--- src/rtl/input_periph_if.sv ---
// LSU-facing load/store bus for the input peripheral, plus the press interrupt.
interface input_periph_if;
  logic        rd_en;
  logic        wr_en;
  logic [3:0]  addr;
  logic [31:0] wdata;
  logic [31:0] rdata;
  logic        rvalid;
  logic        irq;

  modport master (output rd_en, wr_en, addr, wdata, input  rdata, rvalid, irq);
  modport slave  (input  rd_en, wr_en, addr, wdata, output rdata, rvalid, irq);
endinterface

--- src/rtl/input_periph.sv ---
// Memory-mapped input peripheral: switch sync, button debounce, W1C press latch.
// Optional press interrupt and MASK register enabled by defining INPUT_IRQ_EN.
module input_periph_db #(
  parameter int DB_CYCLES = 50000,
  parameter int CW        = $clog2(DB_CYCLES + 1)
) (
  input  logic i_clk,
  input  logic i_rst_n,
  input  logic i_sync,
  output logic o_level,
  output logic o_rise
);
  typedef enum logic {ST_STABLE, ST_COUNT} db_st_t;

  db_st_t        r_st, w_st_nxt;
  logic [CW-1:0] r_cnt, w_cnt_nxt;
  logic          r_level, w_level_nxt;

  always_ff @(posedge i_clk or negedge i_rst_n) begin
    if (!i_rst_n) begin
      r_st    <= ST_STABLE;
      r_cnt   <= '0;
      r_level <= 1'b0;
    end else begin
      r_st    <= w_st_nxt;
      r_cnt   <= w_cnt_nxt;
      r_level <= w_level_nxt;
    end
  end

  always_comb begin
    w_st_nxt    = r_st;
    w_cnt_nxt   = r_cnt;
    w_level_nxt = r_level;
    o_rise      = 1'b0;
    case (r_st)
      ST_STABLE: begin
        if (i_sync != r_level) begin
          w_st_nxt  = ST_COUNT;
          w_cnt_nxt = CW'(1);
        end else begin
          w_cnt_nxt = '0;
        end
      end
      ST_COUNT: begin
        if (i_sync == r_level) begin
          w_st_nxt  = ST_STABLE;
          w_cnt_nxt = '0;
        end else if (r_cnt >= CW'(DB_CYCLES - 1)) begin
          // this cycle's increment would reach DB_CYCLES: accept the new level
          w_st_nxt    = ST_STABLE;
          w_cnt_nxt   = '0;
          w_level_nxt = i_sync;
          o_rise      = i_sync;
        end else begin
          w_cnt_nxt = r_cnt + CW'(1);
        end
      end
      default: begin
        w_st_nxt  = ST_STABLE;
        w_cnt_nxt = '0;
      end
    endcase
  end

  assign o_level = r_level;
endmodule

module input_periph #(
  parameter int DB_CYCLES      = 16'd50000,
  parameter bit BTN_ACTIVE_LOW = 1'b1,
  parameter int NUM_LANES      = 4
) (
  input  logic                 i_clk,
  input  logic                 i_rst_n,
  input  logic [31:0]          i_sw,
  input  logic [NUM_LANES-1:0] i_btn,
  input_periph_if.slave        bus
);
  localparam int CW = $clog2(DB_CYCLES + 1);

  logic [31:0]          r_sw_s1, r_sw_s2;
  logic [NUM_LANES-1:0] w_btn_in, r_btn_s1, r_btn_s2;
  logic [NUM_LANES-1:0] w_level, w_rise, w_clr, w_mask;
  logic [NUM_LANES-1:0] r_edge;
  logic [31:0]          w_rd_mux, r_rdata;
  logic                 r_rvalid;
  logic                 w_unused;

  assign w_btn_in = BTN_ACTIVE_LOW ? ~i_btn : i_btn;
  assign w_unused = ^{bus.wdata[31:NUM_LANES], bus.addr[1:0]};

  always_ff @(posedge i_clk or negedge i_rst_n) begin
    if (!i_rst_n) begin
      r_sw_s1  <= '0;
      r_sw_s2  <= '0;
      r_btn_s1 <= '0;
      r_btn_s2 <= '0;
    end else begin
      r_sw_s1  <= i_sw;
      r_sw_s2  <= r_sw_s1;
      r_btn_s1 <= w_btn_in;
      r_btn_s2 <= r_btn_s1;
    end
  end

  input_periph_db #(.DB_CYCLES(DB_CYCLES), .CW(CW)) u_db [NUM_LANES-1:0] (
    .i_clk   (i_clk),
    .i_rst_n (i_rst_n),
    .i_sync  (r_btn_s2),
    .o_level (w_level),
    .o_rise  (w_rise)
  );

  assign w_clr = (bus.wr_en && bus.addr[3:2] == 2'd2) ? bus.wdata[NUM_LANES-1:0] : '0;

  // a press landing on the same cycle as its clear survives
  always_ff @(posedge i_clk or negedge i_rst_n) begin
    if (!i_rst_n) r_edge <= '0;
    else          r_edge <= (r_edge & ~w_clr) | w_rise;
  end

`ifdef INPUT_IRQ_EN
  logic [NUM_LANES-1:0] r_mask;
  logic                 r_irq;

  always_ff @(posedge i_clk or negedge i_rst_n) begin
    if (!i_rst_n) begin
      r_mask <= '0;
      r_irq  <= 1'b0;
    end else begin
      if (bus.wr_en && bus.addr[3:2] == 2'd3) r_mask <= bus.wdata[NUM_LANES-1:0];
      r_irq <= |(r_edge & r_mask);
    end
  end

  assign w_mask  = r_mask;
  assign bus.irq = r_irq;
`else
  assign w_mask  = '0;
  assign bus.irq = 1'b0;
`endif

  always_comb begin
    w_rd_mux = '0;
    case (bus.addr[3:2])
      2'd0:    w_rd_mux = r_sw_s2;
      2'd1:    w_rd_mux[NUM_LANES-1:0] = w_level;
      2'd2:    w_rd_mux[NUM_LANES-1:0] = r_edge;
      2'd3:    w_rd_mux[NUM_LANES-1:0] = w_mask;
      default: w_rd_mux = '0;
    endcase
  end

  always_ff @(posedge i_clk or negedge i_rst_n) begin
    if (!i_rst_n) begin
      r_rdata  <= '0;
      r_rvalid <= 1'b0;
    end else begin
      r_rvalid <= bus.rd_en;
      if (bus.rd_en) r_rdata <= w_rd_mux;
    end
  end

  assign bus.rdata  = r_rdata;
  assign bus.rvalid = r_rvalid;
endmodule

--- src/flat_wrapper.sv ---
// flat-port wrapper written by rule: the top's interface ports become plain ports
module input_periph_flat 
#(
  parameter int DB_CYCLES      = 16'd50000,
  parameter bit BTN_ACTIVE_LOW = 1'b1,
  parameter int NUM_LANES      = 4
)
  (i_clk, i_rst_n, i_sw, i_btn, bus_rd_en, bus_wr_en, bus_addr, bus_wdata, bus_rdata, bus_rvalid, bus_irq);
  input_periph_if bus_i ();
  input  logic i_clk;
  input  logic i_rst_n;
  input  logic [31:0] i_sw;
  input  logic [NUM_LANES-1:0] i_btn;
  input wire logic [$bits(bus_i.rd_en)-1:0] bus_rd_en;
  input wire logic [$bits(bus_i.wr_en)-1:0] bus_wr_en;
  input wire logic [$bits(bus_i.addr)-1:0] bus_addr;
  input wire logic [$bits(bus_i.wdata)-1:0] bus_wdata;
  output wire logic [$bits(bus_i.rdata)-1:0] bus_rdata;
  output wire logic [$bits(bus_i.rvalid)-1:0] bus_rvalid;
  output wire logic [$bits(bus_i.irq)-1:0] bus_irq;
  assign bus_i.rd_en = bus_rd_en;
  assign bus_i.wr_en = bus_wr_en;
  assign bus_i.addr = bus_addr;
  assign bus_i.wdata = bus_wdata;
  assign bus_rdata = bus_i.rdata;
  assign bus_rvalid = bus_i.rvalid;
  assign bus_irq = bus_i.irq;
  input_periph #(.DB_CYCLES(DB_CYCLES), .BTN_ACTIVE_LOW(BTN_ACTIVE_LOW), .NUM_LANES(NUM_LANES)) u_core (.i_clk(i_clk), .i_rst_n(i_rst_n), .i_sw(i_sw), .i_btn(i_btn), .bus(bus_i));
endmodule
--- config.mk ---
export PLATFORM = sky130hd
export DESIGN_NAME = input_periph_flat
export DESIGN_NICKNAME = d
export VERILOG_FILES = /design/src/rtl/input_periph_if.sv /design/src/rtl/input_periph.sv /design/src/flat_wrapper.sv
export SDC_FILE = /design/constraint.sdc
export NUM_CORES = 1
export LEC_CHECK = 0
export BUFFER_PORTS_ARGS = -buffer_cell sky130_fd_sc_hd__buf_2
export CORE_MARGIN = 2
export CORE_UTILIZATION = 53
export CTS_BUF_LIST = sky130_fd_sc_hd__clkbuf_8
export DETAILED_ROUTE_END_ITERATION = 8
export PLACE_DENSITY_LB_ADDON = 0.1
export SYNTH_ARGS = -nofsm -noshare
export SYNTH_HDL_FRONTEND = slang
export SYNTH_SLANG_ARGS = --single-unit
--- constraint.sdc ---
create_clock -name i_clk -period 2.05 [get_ports i_clk]
set_clock_uncertainty 0.2 [all_clocks]
set_input_delay 0.205 -clock i_clk [delete_from_list [all_inputs] [get_ports i_clk]]
set_output_delay 0.205 -clock i_clk [all_outputs]
set_load 0.02 [all_outputs]
# Word-level counts from Yosys, hierarchy flattened
# Index checks and enable logic that the tools add are counted.
# word_totals
register_bits,181
in_bits,76
output_inout_bits,34
word_cells,103
# op_classes
addsub,4
order_cmp,4
eq_ne,11
muxes,47
bitwise_logic,12
reduce_logical,6
# ops
op,n
16-bit 2-to-1 mux,8
16-bit one-hot mux with 2 select lines,4
16-bit by 1-bit adder with 16-bit output (second input constant),4
16-bit >= comparator (second input constant),4
1-bit 2-to-1 mux,28
28-bit 2-to-1 mux,1
4-bit one-hot mux with 4 select lines,1
3-bit AND reduction,4
1-bit inverter,8
4-bit inverter,2
1-bit one-hot mux with 2 select lines,4
4-bit bitwise AND,1
1-bit == test,4
2-bit == test (second input constant),2
4-bit 2-to-1 mux,1
1-bit != test,4
4-bit bitwise OR,1
2-bit by 1-bit == test with 1-bit output (second input constant),1
2-bit logical NOT,1
1-bit logical AND,1

# Logic depth before layout (Yosys ltp)
# Gate-level depths: netlist of the first run.
# depth
ltp_word,6
mapped_depth,6
mapped_depth_nobuf,5

# Cells and area by module
# A second synthesis of the first run with hierarchy kept.
# unflattened
hier_cells,549
hier_area_um2,6936.7
# by_module_without_submodules
mod,instances,cells_each,area_each_um2,seq_area_each_um2
input_periph_db,4,92,912.1,450.4
input_periph,1,181,3288.2,2727.6

# Worst setup path after synthesis of the first run
# No wires, ideal clock.
# synth_path
kind,register -> register
start,register u_core.u_db[1].r_cnt[0]
end,register u_core.u_db[1].r_level
setup_ns,0.125
arrival_ns,1.716
t_required_ns,1.725
setup_slack_ns,0.009
path_stages_with_launch,6
n_path_buf,0
period_less_slack_ns,2.041
cell_sequence,dfrtp_1 ha_1 and3_2 o41ai_2 a211o_1 mux2_2
# synth_between
elab_chain_len,2
# synth_lines
element,line,rtl
from (decl),input_periph.sv:16,"logic [CW-1:0] r_cnt, w_cnt_nxt;"
from (signal assigned),input_periph.sv:26,r_cnt <= w_cnt_nxt;
16-bit >= comparator,input_periph.sv:49,end else if (r_cnt >= CW'(DB_CYCLES - 1)) begin
3-bit AND reduction (no line),n/a,
to (signal assigned),input_periph.sv:27,r_level <= w_level_nxt;
to (decl),input_periph.sv:17,"logic r_level, w_level_nxt;"
# No other way between the ends.
# A chain may end at the register's enable or synchronous reset.

# Final worst setup path of the first run
# layout_path
start,register u_core.u_db[3].r_cnt[0]
end,register u_core.u_db[3].r_level
# layout_between
elab_chain_len,2
# layout_lines
element,line
from (decl),input_periph.sv:16
from (signal assigned),input_periph.sv:26
16-bit >= comparator,input_periph.sv:49
3-bit AND reduction (no line),n/a
to (signal assigned),input_periph.sv:27
to (decl),input_periph.sv:17
# No other way between the ends.

==> flow_metrics.tcl, run 1 <==
set metrics [dict create \
    rsz0062_at_grt "false" \
    clk_path_buf_depth 2 \
    routed_wl_um 13800 \
    power.density_nw_per_um2 791 \
    final_cell_count_no_fill 975 \
    ys_warn_count 0 \
    synth_top_cell_area_share_pct 64.5 \
    power_frac_comb_pct 8.3 \
    overflow 0 \
    synth.distinct_cells 45 \
    grt_max_degree 51 \
    core_area_um2 13100 \
    drive_gt1_share_pct 20.7 \
    crit_path_cell_trace "ha_2 > nand3_2 > a211o_4 > a211oi_2 > mux2_4" \
    htree_levels 4 \
    tns_ps 0 \
    die_x_um 119 \
    start_util_pct 53.7 \
    drtPass1Iterations 4 \
    synth_top_cell_by_area "dfrtp_1" \
    final_nets 866 \
    period_needed_ps 1970 \
    r2r_start "u_core.u_db[3].r_cnt[0]$_DFF_PN0_" \
    gp_congestion 0.808 \
    critPathMaxStageDelay_ps 380 \
    cp_top_family "compound AO/OA/AOI/OAI gates" \
    vdd_drop_max_uv 546 \
    n_fill_cell 1003 \
    die_h_um 119 \
    fmax_mhz 507 \
    dp_hpwl_um 9080 \
    endpoint_kind "register" \
    antenna_found_initial 0 \
    crit_slowest_cell "a211o_4" \
    drt_iter0_drc 347 \
    outcome "finished clean" \
    path_max_fanout 3 \
    wl_per_cell_um 14.1 \
    final-setup-viol-count 0 \
    tightest_slew_ps 515 \
    synthCells 628 \
    fin_crit_sh_pct 96.3 \
    p_switching_w 0.00166 \
    fin_total_pwr_w 0.00694 \
    p_leak_nw 3.91 \
    cap_viol_max_count 0 \
    swShare_pct 23.9 \
    synth-async-reset-ratio_pct 100 \
    place_ws_ps 22.0 \
    vias 4954 \
    post-place-cells 892 \
    slew_viol_final 0 \
    r2r-end "u_core.u_db[3].o_level$_DFFE_PN0P_" \
    p_int_w 0.00529 \
    track_usage_pct 20.7 \
    cp-start-kind "register" \
    cp_num_buf_inv 0 \
    finalWorstSetupSlack_ps 76.0 \
    cts-root-buf "clkbuf_8" \
    avgSynthCellArea_um2 11.2 \
    synth-main-ff-cell "dfrtp_1" \
    clkLatencyLatePin_ps 460 \
    slew_headroom_pct 65.4 \
    clkSlewWorstSetupHoldPaths_ps 90 \
    syn_to_final_growth_pct 25.1 \
    placed_cell_area_um2 7780 \
    holdCritPathClass "in2async" \
    grt_pass1_wl_um 23000 \
    routed_via_density 5.08 \
    ant_nets 0 \
    fp-row-count 42 \
    p_clk_share_pct 37.1 \
    stdcell_area_um2 8780 \
    grt_pass1_vias 4809 \
    dieArea_um2 14200 \
    clock-sinks 181 \
    r2r_setup_slack_ps 80 \
    mostFrequentLayoutCell "dfrtp_1" \
    netlist_area_um2 7020 \
    drt_drc_violations_left 0 \
    ios 110 \
    yosys-top-cells-area "dfrtp_1, xnor2_1, nor2_1" \
    layout_common_cells "dfrtp_1, nor2_1, buf_2, inv_1, dlygate4sd3_1" \
    numPortBuffers 78 \
    pwr-share-seq_pct 54.7 \
    ys_ff_latch 181 \
    cts_made_buffers 17 \
    critPathRequiredTime_ps 2190 \
    hold_violations 0 \
    synth_edf_count 0 \
    ff2ff_path_depth 5 \
    worstSetupPathType "reg2reg" \
    num_antenna_cells 0 \
    crit_arrival_ps 2110 \
    cts_tree "done" \
    ys_seq_area_share_pct 64.5 \
    synth_nets 708 \
]
[power by group through the flow]
stage | sequential (W) | combinational [W] | clock, W
global placement | 0.00386 | 0.000480 | 0
floorplan | 0.00391 | 0.000190 | 0
global route | 0.00381 | 0.000645 | 0.00282
CTS | 0.00380 | 0.000563 | 0.00265
finish | 0.00380 | 0.000575 | 0.00257
detailed placement | 0.00387 | 0.000491 | 0
[routing by layer]
layer  up-vias  wire length [um]  GRT usage, %
met5         -                 0             0
met2        92              6790          32.5
li1       2396                 -             -
met3        16               498          5.51
met4         0               188          7.07
met1      2450              6300          28.1
[timing repair]
| action | CTS | global route |
|---|---|---|
| setup endpoints to repair | 1 | 11 |
| endpoints found under the hold margin | 224 | 0 |
| buffers inserted | 0 | 4 |
| hold buffers | 47 | 0 |
| gates cloned | 0 | 0 |
| gates resized for setup | 1 | 11 |
| pin swaps | 0 | 6 |
[worst reg2reg max path, stage by stage (launching register included)]
cell and delay [ps]:
dfrtp_1 370, ha_2 190, nand3_2 80, a211o_4 380, a211oi_2 320, mux2_4 330
[Yosys cell counts, types with 2 or more instances]
library cell and number:
a211o_1 4, a21oi_1 18, a21oi_2 3, a31oi_1 5, and2_1 4, buf_2 3, buf_6 2, clkbuf_1 7
dfrtp_1 181, ha_1 4, inv_1 54, mux2_2 4, mux2i_1 4, nand2_1 46, nand2b_1 4, nand3_1 21
nand4_1 15, nor2_1 89, nor3_1 24, nor3_2 2, nor3b_2 2, nor4_1 10, o211a_1 2, o21ai_0 39
o41ai_2 2, or2_2 2, or3_1 7, or4_1 2, xnor2_1 45, xor2_1 8
[cell type report]
type / instances / area (um^2) / area share (%)
repair buffers: 152 / 1110 / 12.6
well taps: 176 / 220 / 2.51
flip-flops and latches: 181 / 4530 / 51.6
clock inverters: 12 / 165 / 1.88
clock buffers: 20 / 275 / 3.13
multi-input cells: 380 / 2280 / 25.9
inverters: 54 / 203 / 2.31
[logic make-up after synthesis]
family | Yosys count | synth area share (%)
AND/OR/NAND/NOR | 235 | 15.9
flip-flops | 181 | 64.5
AO/OA/AOI/OAI | 79 | 7.09
buffers and inverters | 67 | 3.90
XOR/XNOR | 53 | 6.61
multiplexers | 8 | 1.21
adder cells (fa/ha/maj) | 4 | 0.713
other | 1 | 0.0534
[how the worst max path moves through the flow]
stage	startpoint	endpoint	slack, ps	depth (start not counted)
floorplan	u_core.u_db[1].r_cnt[0]$_DFF_PN0_	u_core.u_db[1].o_level$_DFFE_PN0P_	9	5
global placement	u_core.u_db[1].r_cnt[1]$_DFF_PN0_	u_core.u_db[1].o_level$_DFFE_PN0P_	90	5
detailed placement	u_core.u_db[2].r_cnt[0]$_DFF_PN0_	u_core.u_db[2].o_level$_DFFE_PN0P_	20	5
CTS	u_core.u_db[2].r_cnt[0]$_DFF_PN0_	u_core.u_db[2].o_level$_DFFE_PN0P_	40	5
global route	u_core.u_db[1].r_cnt[1]$_DFF_PN0_	u_core.u_db[1].r_cnt[14]$_DFF_PN0_	0.9	5
finish	u_core.u_db[3].r_cnt[0]$_DFF_PN0_	u_core.u_db[3].o_level$_DFFE_PN0P_	80	5
[stage by stage]
stage	hold slack, ps	util, %
2_1_floorplan	-291	-
3_3_place_gp	-24.3	59.5
3_5_place_dp	-22.8	59.5
4_1_cts	37.9	66.5
5_1_grt	69.2	67.1
6_report	44.6	67.1
[registers in the layout (all words and copies together), names as in the netlist]
register,cells
u_core.bus.rdata,32
u_core.bus.rvalid,1
u_core.r_btn_s1,4
u_core.r_btn_s2,4
u_core.r_edge,4
u_core.r_sw_s1,32
u_core.r_sw_s2,32
u_core.u_db.o_level,4
u_core.u_db.r_cnt,64
u_core.u_db.r_st,4
Power figures use the tool's default switching activity.
==> run 2, diff against run 1 <==
- REMOVE_ABC_BUFFERS: unset -> 1
==> flow_metrics.tcl, run 2 (same netlist as run 1, synthesis figures left out) <==
set metrics [dict create \
    drive_gt1_share_pct 19.7 \
    fmax_mhz 507 \
    stdcell_area_um2 8710 \
    p_int_w 0.00515 \
    fp-row-count 42 \
    clkLatencyLatePin_ps 450 \
    track_usage_pct 20.9 \
    clk_path_buf_depth 2 \
    holdCritPathClass "in2async" \
    r2r_setup_slack_ps 80 \
    crit_path_cell_trace "ha_1 > nand3_1 > a211o_1 > a211oi_2 > mux2_2" \
    drt_drc_violations_left 0 \
    tightest_slew_ps 523 \
    mostFrequentLayoutCell "dfrtp_1" \
    final_nets 865 \
    largest_reg_flops 64 \
    drt_iter0_drc 241 \
    path_max_fanout 3 \
    period_needed_ps 1970 \
    cts_tree "done" \
    cp_num_buf_inv 0 \
    drtPass1Iterations 4 \
    p_switching_w 0.00171 \
    final-setup-viol-count 0 \
    clock-sinks 181 \
    core_area_um2 13100 \
    cts-root-buf "clkbuf_8" \
    post-place-cells 891 \
    outcome "finished clean" \
    ant_nets 0 \
    antenna_found_initial 0 \
    p_leak_nw 3.90 \
    endpoint_kind "register" \
    r2r_start "u_core.u_db[3].r_cnt[1]$_DFF_PN0_" \
    vias 4893 \
    placed_cell_area_um2 7760 \
    slew_viol_final 0 \
    hold_violations 0 \
    final_cell_count_no_fill 974 \
    r2r-end "u_core.u_db[3].o_level$_DFFE_PN0P_" \
    dieArea_um2 14200 \
    worstSetupPathType "reg2reg" \
    fin_crit_sh_pct 96.3 \
    swShare_pct 24.9 \
    grt_pass1_vias 4952 \
    largest_register "u_core.u_db.r_cnt" \
    slew_headroom_pct 64.9 \
    overflow 0 \
    cts_made_buffers 17 \
    grt_max_degree 60 \
    finalWorstSetupSlack_ps 75.9 \
    clkSlewWorstSetupHoldPaths_ps 90 \
    place_ws_ps 42.9 \
    crit_slowest_cell "dfrtp_1" \
    pwr-share-seq_pct 55.3 \
    critPathMaxStageDelay_ps 390 \
    start_util_pct 53.7 \
    ff2ff_path_depth 5 \
    routed_via_density 5.02 \
    power_frac_comb_pct 8.3 \
    dp_hpwl_um 8970 \
    num_antenna_cells 0 \
    layout_common_cells "dfrtp_1, nor2_1, buf_2, inv_1, dlygate4sd3_1" \
    cp-start-kind "register" \
    die_h_um 119 \
    grt_pass1_wl_um 23300 \
    ios 110 \
    cap_viol_max_count 0 \
    critPathRequiredTime_ps 2200 \
    cp_top_family "compound AO/OA/AOI/OAI gates" \
    htree_levels 4 \
    fin_util_pct 66.6 \
    numPortBuffers 78 \
    gp_congestion 0.829 \
    wl_per_cell_um 14.0 \
    power.density_nw_per_um2 788 \
    die_x_um 119 \
    crit_arrival_ps 2120 \
    vdd_drop_max_uv 424 \
    routed_wl_um 13700 \
    syn_to_final_growth_pct 24.0 \
    p_clk_share_pct 36.5 \
]
run 2: per-stage QoR:
| stage | hold WS, ps | total power (W) | setup TNS [ps] |
|---|---|---|---|
| detailed placement | -32.3 | 0.00436 | 0 |
| floorplan | -291 | 0.00407 | 0 |
| global placement | -38.5 | 0.00434 | 0 |
| CTS | 30.1 | 0.00694 | 0 |
| global route | 64.7 | 0.00719 | -6.22 |
| finish | 47.3 | 0.00686 | 0 |
run 2: layout make-up:
| type | count | area (um^2) |
|---|---|---|
| clock inverters | 13 | 163 |
| fillers | 974 | 4380 |
| multi-input cells | 380 | 2240 |
| clock buffers | 19 | 262 |
| well taps | 176 | 220 |
| inverters | 54 | 203 |
| flip-flops and latches | 181 | 4530 |
| repair buffers | 151 | 1090 |
run 2: worst max path at each step:
stage / start / endpoint / slack, ps / depth (start not counted)
finish: u_core.u_db[3].r_cnt[1]$_DFF_PN0_ / u_core.u_db[3].o_level$_DFFE_PN0P_ / 80 / 5
global route: u_core.u_db[3].r_cnt[1]$_DFF_PN0_ / u_core.u_db[3].o_level$_DFFE_PN0P_ / -6 / 5
CTS: u_core.u_db[1].r_cnt[1]$_DFF_PN0_ / u_core.u_db[1].o_level$_DFFE_PN0P_ / 30 / 5
detailed placement: u_core.u_db[1].r_cnt[1]$_DFF_PN0_ / u_core.u_db[1].o_level$_DFFE_PN0P_ / 40 / 5
global placement: u_core.u_db[1].r_cnt[1]$_DFF_PN0_ / u_core.u_db[1].o_level$_DFFE_PN0P_ / 80 / 5
floorplan: u_core.u_db[1].r_cnt[0]$_DFF_PN0_ / u_core.u_db[1].o_level$_DFFE_PN0P_ / 9 / 5
run 2: metal layers:
metal  track usage, %  vias to the layer above  share of wire, %
li1                 -                     2395                 -
met1             28.3                     2381                47
met2             33.0                       99                48
met3             4.98                       18               3.8
met4             7.66                        0               1.3
met5                0                        -                 0
run 2: power groups by stage:
stage               Sequential (W)  Combinational, W  Clock, W
floorplan                  0.00391          0.000167         0
global placement           0.00386          0.000480         0
detailed placement         0.00387          0.000490         0
CTS                        0.00380          0.000563   0.00258
global route               0.00381          0.000634   0.00274
finish                     0.00379          0.000567   0.00250
run 2: what timing repair did:
item                                   4_1_cts  5_1_grt
setup endpoints to repair                    0       13
hold buffers                                48        0
gates resized for setup                      0        3
setup buffers                                0        3
endpoints found under the hold margin      225        0
==> run 3, diff against run 2 <==
- CORE_UTILIZATION: 53 -> 60
- PLACE_DENSITY: unset -> 0.84
- PLACE_DENSITY_LB_ADDON: 0.1 -> unset
- clock period: 2.05 -> 2.5 ns (I/O delays scaled with it)
==> flow_metrics.tcl, run 3 (same netlist as run 1, synthesis figures left out) <==
set metrics [dict create \
    outcome "finished clean" \
    routed_wl_um 14600 \
    fin_total_pwr_w 0.00549 \
    ant_nets 0 \
    fp-row-count 39 \
    wl_met3_um 618 \
    mostFrequentLayoutCell "dfrtp_1" \
    dp_hpwl_um 9140 \
    final-setup-viol-count 0 \
    drive_gt1_share_pct 18.0 \
    core_area_um2 11400 \
    clock-sinks 181 \
    grt_pass1_vias 5173 \
    gp_congestion 0.831 \
    min_from "bus_addr[3]" \
    fmax_mhz 445 \
    largest_register "u_core.u_db.r_cnt" \
    critPathRequiredTime_ps 2640 \
    layout_common_cells "dfrtp_1, nor2_1, buf_2, inv_1, nand2_1" \
    cts_made_buffers 17 \
    path_max_fanout 5 \
    num_antenna_cells 0 \
    wl_per_cell_um 15.9 \
    clkLatencyLatePin_ps 460 \
    grt_pass1_wl_um 24400 \
    cts_tree "done" \
    clkSlewWorstSetupHoldPaths_ps 100 \
    slew_viol_final 0 \
    p_leak_nw 3.78 \
    track_usage_pct 24.4 \
    hold_violations 0 \
    endpoint_kind "register" \
    vdd_drop_max_uv 567 \
    crit_arrival_ps 2390 \
    holdCritPathClass "in2reg" \
    routed_via_density 5.44 \
    wl_met1_um 6100 \
    grt_max_degree 69 \
    clk_path_buf_depth 2 \
    largest_reg_flops 64 \
    startpoint "u_core.u_db[2].r_cnt[0]$_DFF_PN0_" \
    numPortBuffers 78 \
    antenna_found_initial 0 \
    htree_levels 4 \
    die_h_um 112 \
    tightest_slew_ps 712 \
    drt_drc_violations_left 0 \
    worstSetupPathType "reg2reg" \
    vias 5015 \
    dieArea_um2 12600 \
    drt_iter0_drc 329 \
    syn_to_final_growth_pct 20.6 \
    rsz0062_at_grt "false" \
    drtPass1Iterations 8 \
    die_x_um 112 \
    cts_setup_buffers 0 \
    r2r_start "u_core.u_db[2].r_cnt[0]$_DFF_PN0_" \
    routed.top_layer "met4" \
    dr_wl_met2_um 7630 \
    cp-start-kind "register" \
    start_util_pct 61.5 \
    overflow 0 \
    cap_viol_max_count 0 \
    cts-root-buf "clkbuf_8" \
    fin_crit_sh_pct 89.9 \
    tns_ps 0 \
    slew_headroom_pct 52.6 \
    final_nets 846 \
    period_needed_ps 2250 \
    power.density_nw_per_um2 649 \
    ios 110 \
]
[run 3: worst max-delay path, stage by stage (launching register included)]
cell and delay (ps):
dfrtp_1 450, ha_1 280, and3_1 240, o41ai_2 410, a211o_1 230, mux2_2 330
[run 3: worst paths after layout]
path,end,slack (ps),cells after the start
setup / recovery,u_core.u_db[2].o_level$_DFFE_PN0P_,250,5
hold / removal,u_core.bus.rdata[1]$_DFFE_PN0P_,50,4
setup reg to reg,u_core.u_db[2].o_level$_DFFE_PN0P_,250,5
hold reg to reg,u_core.r_sw_s2[6]$_DFF_PN0_,150,0
max in group asynchronous,u_core.u_db[1].r_cnt[14]$_DFF_PN0_,1270,3
min in group asynchronous,u_core.bus.rdata[29]$_DFFE_PN0P_,150,2
[run 3: routing by layer]
metal | track usage, % | vias up
li1 | - | 2345
met1 | 29.8 | 2498
met2 | 42.3 | 140
met3 | 5.40 | 32
met4 | 9.84 | 0
met5 | 0 | -
[run 3: power breakdown]
| group | switching, W | internal [W] | total [W] |
|---|---|---|---|
| registers | 0.0000767 | 0.00305 | 0.00312 |
| logic | 0.000262 | 0.000166 | 0.000429 |
| clock network | 0.00102 | 0.000913 | 0.00194 |
[run 3: timing repair]
item / in CTS / in global routing
hold endpoints to repair: 103 / 0
gates resized for setup: 0 / 0
hold buffers: 45 / 0
[run 3: area by class of cell]
class | count | area [um^2]
Clock inverter | 11 | 109
Fill cell | 731 | 2950
Timing Repair Buffer | 132 | 940
Tap cell | 143 | 179
Sequential cell | 181 | 4530
Multi-Input combinational cell | 380 | 2220
Clock buffer | 21 | 289
Inverter | 54 | 203
[run 3: per-stage QoR]
step	cells	area (um^2)	hold slack (ps)	setup slack, ps	utilization [%]
floorplan	615	6950	-246	459	-
global placement	845	7620	81.8	364	66.7
detailed placement	845	7620	94.5	286	66.7
CTS	922	8470	12.5	274	74.1
global route	922	8470	46.3	161	74.1
finish	922	8470	55.0	251	74.1
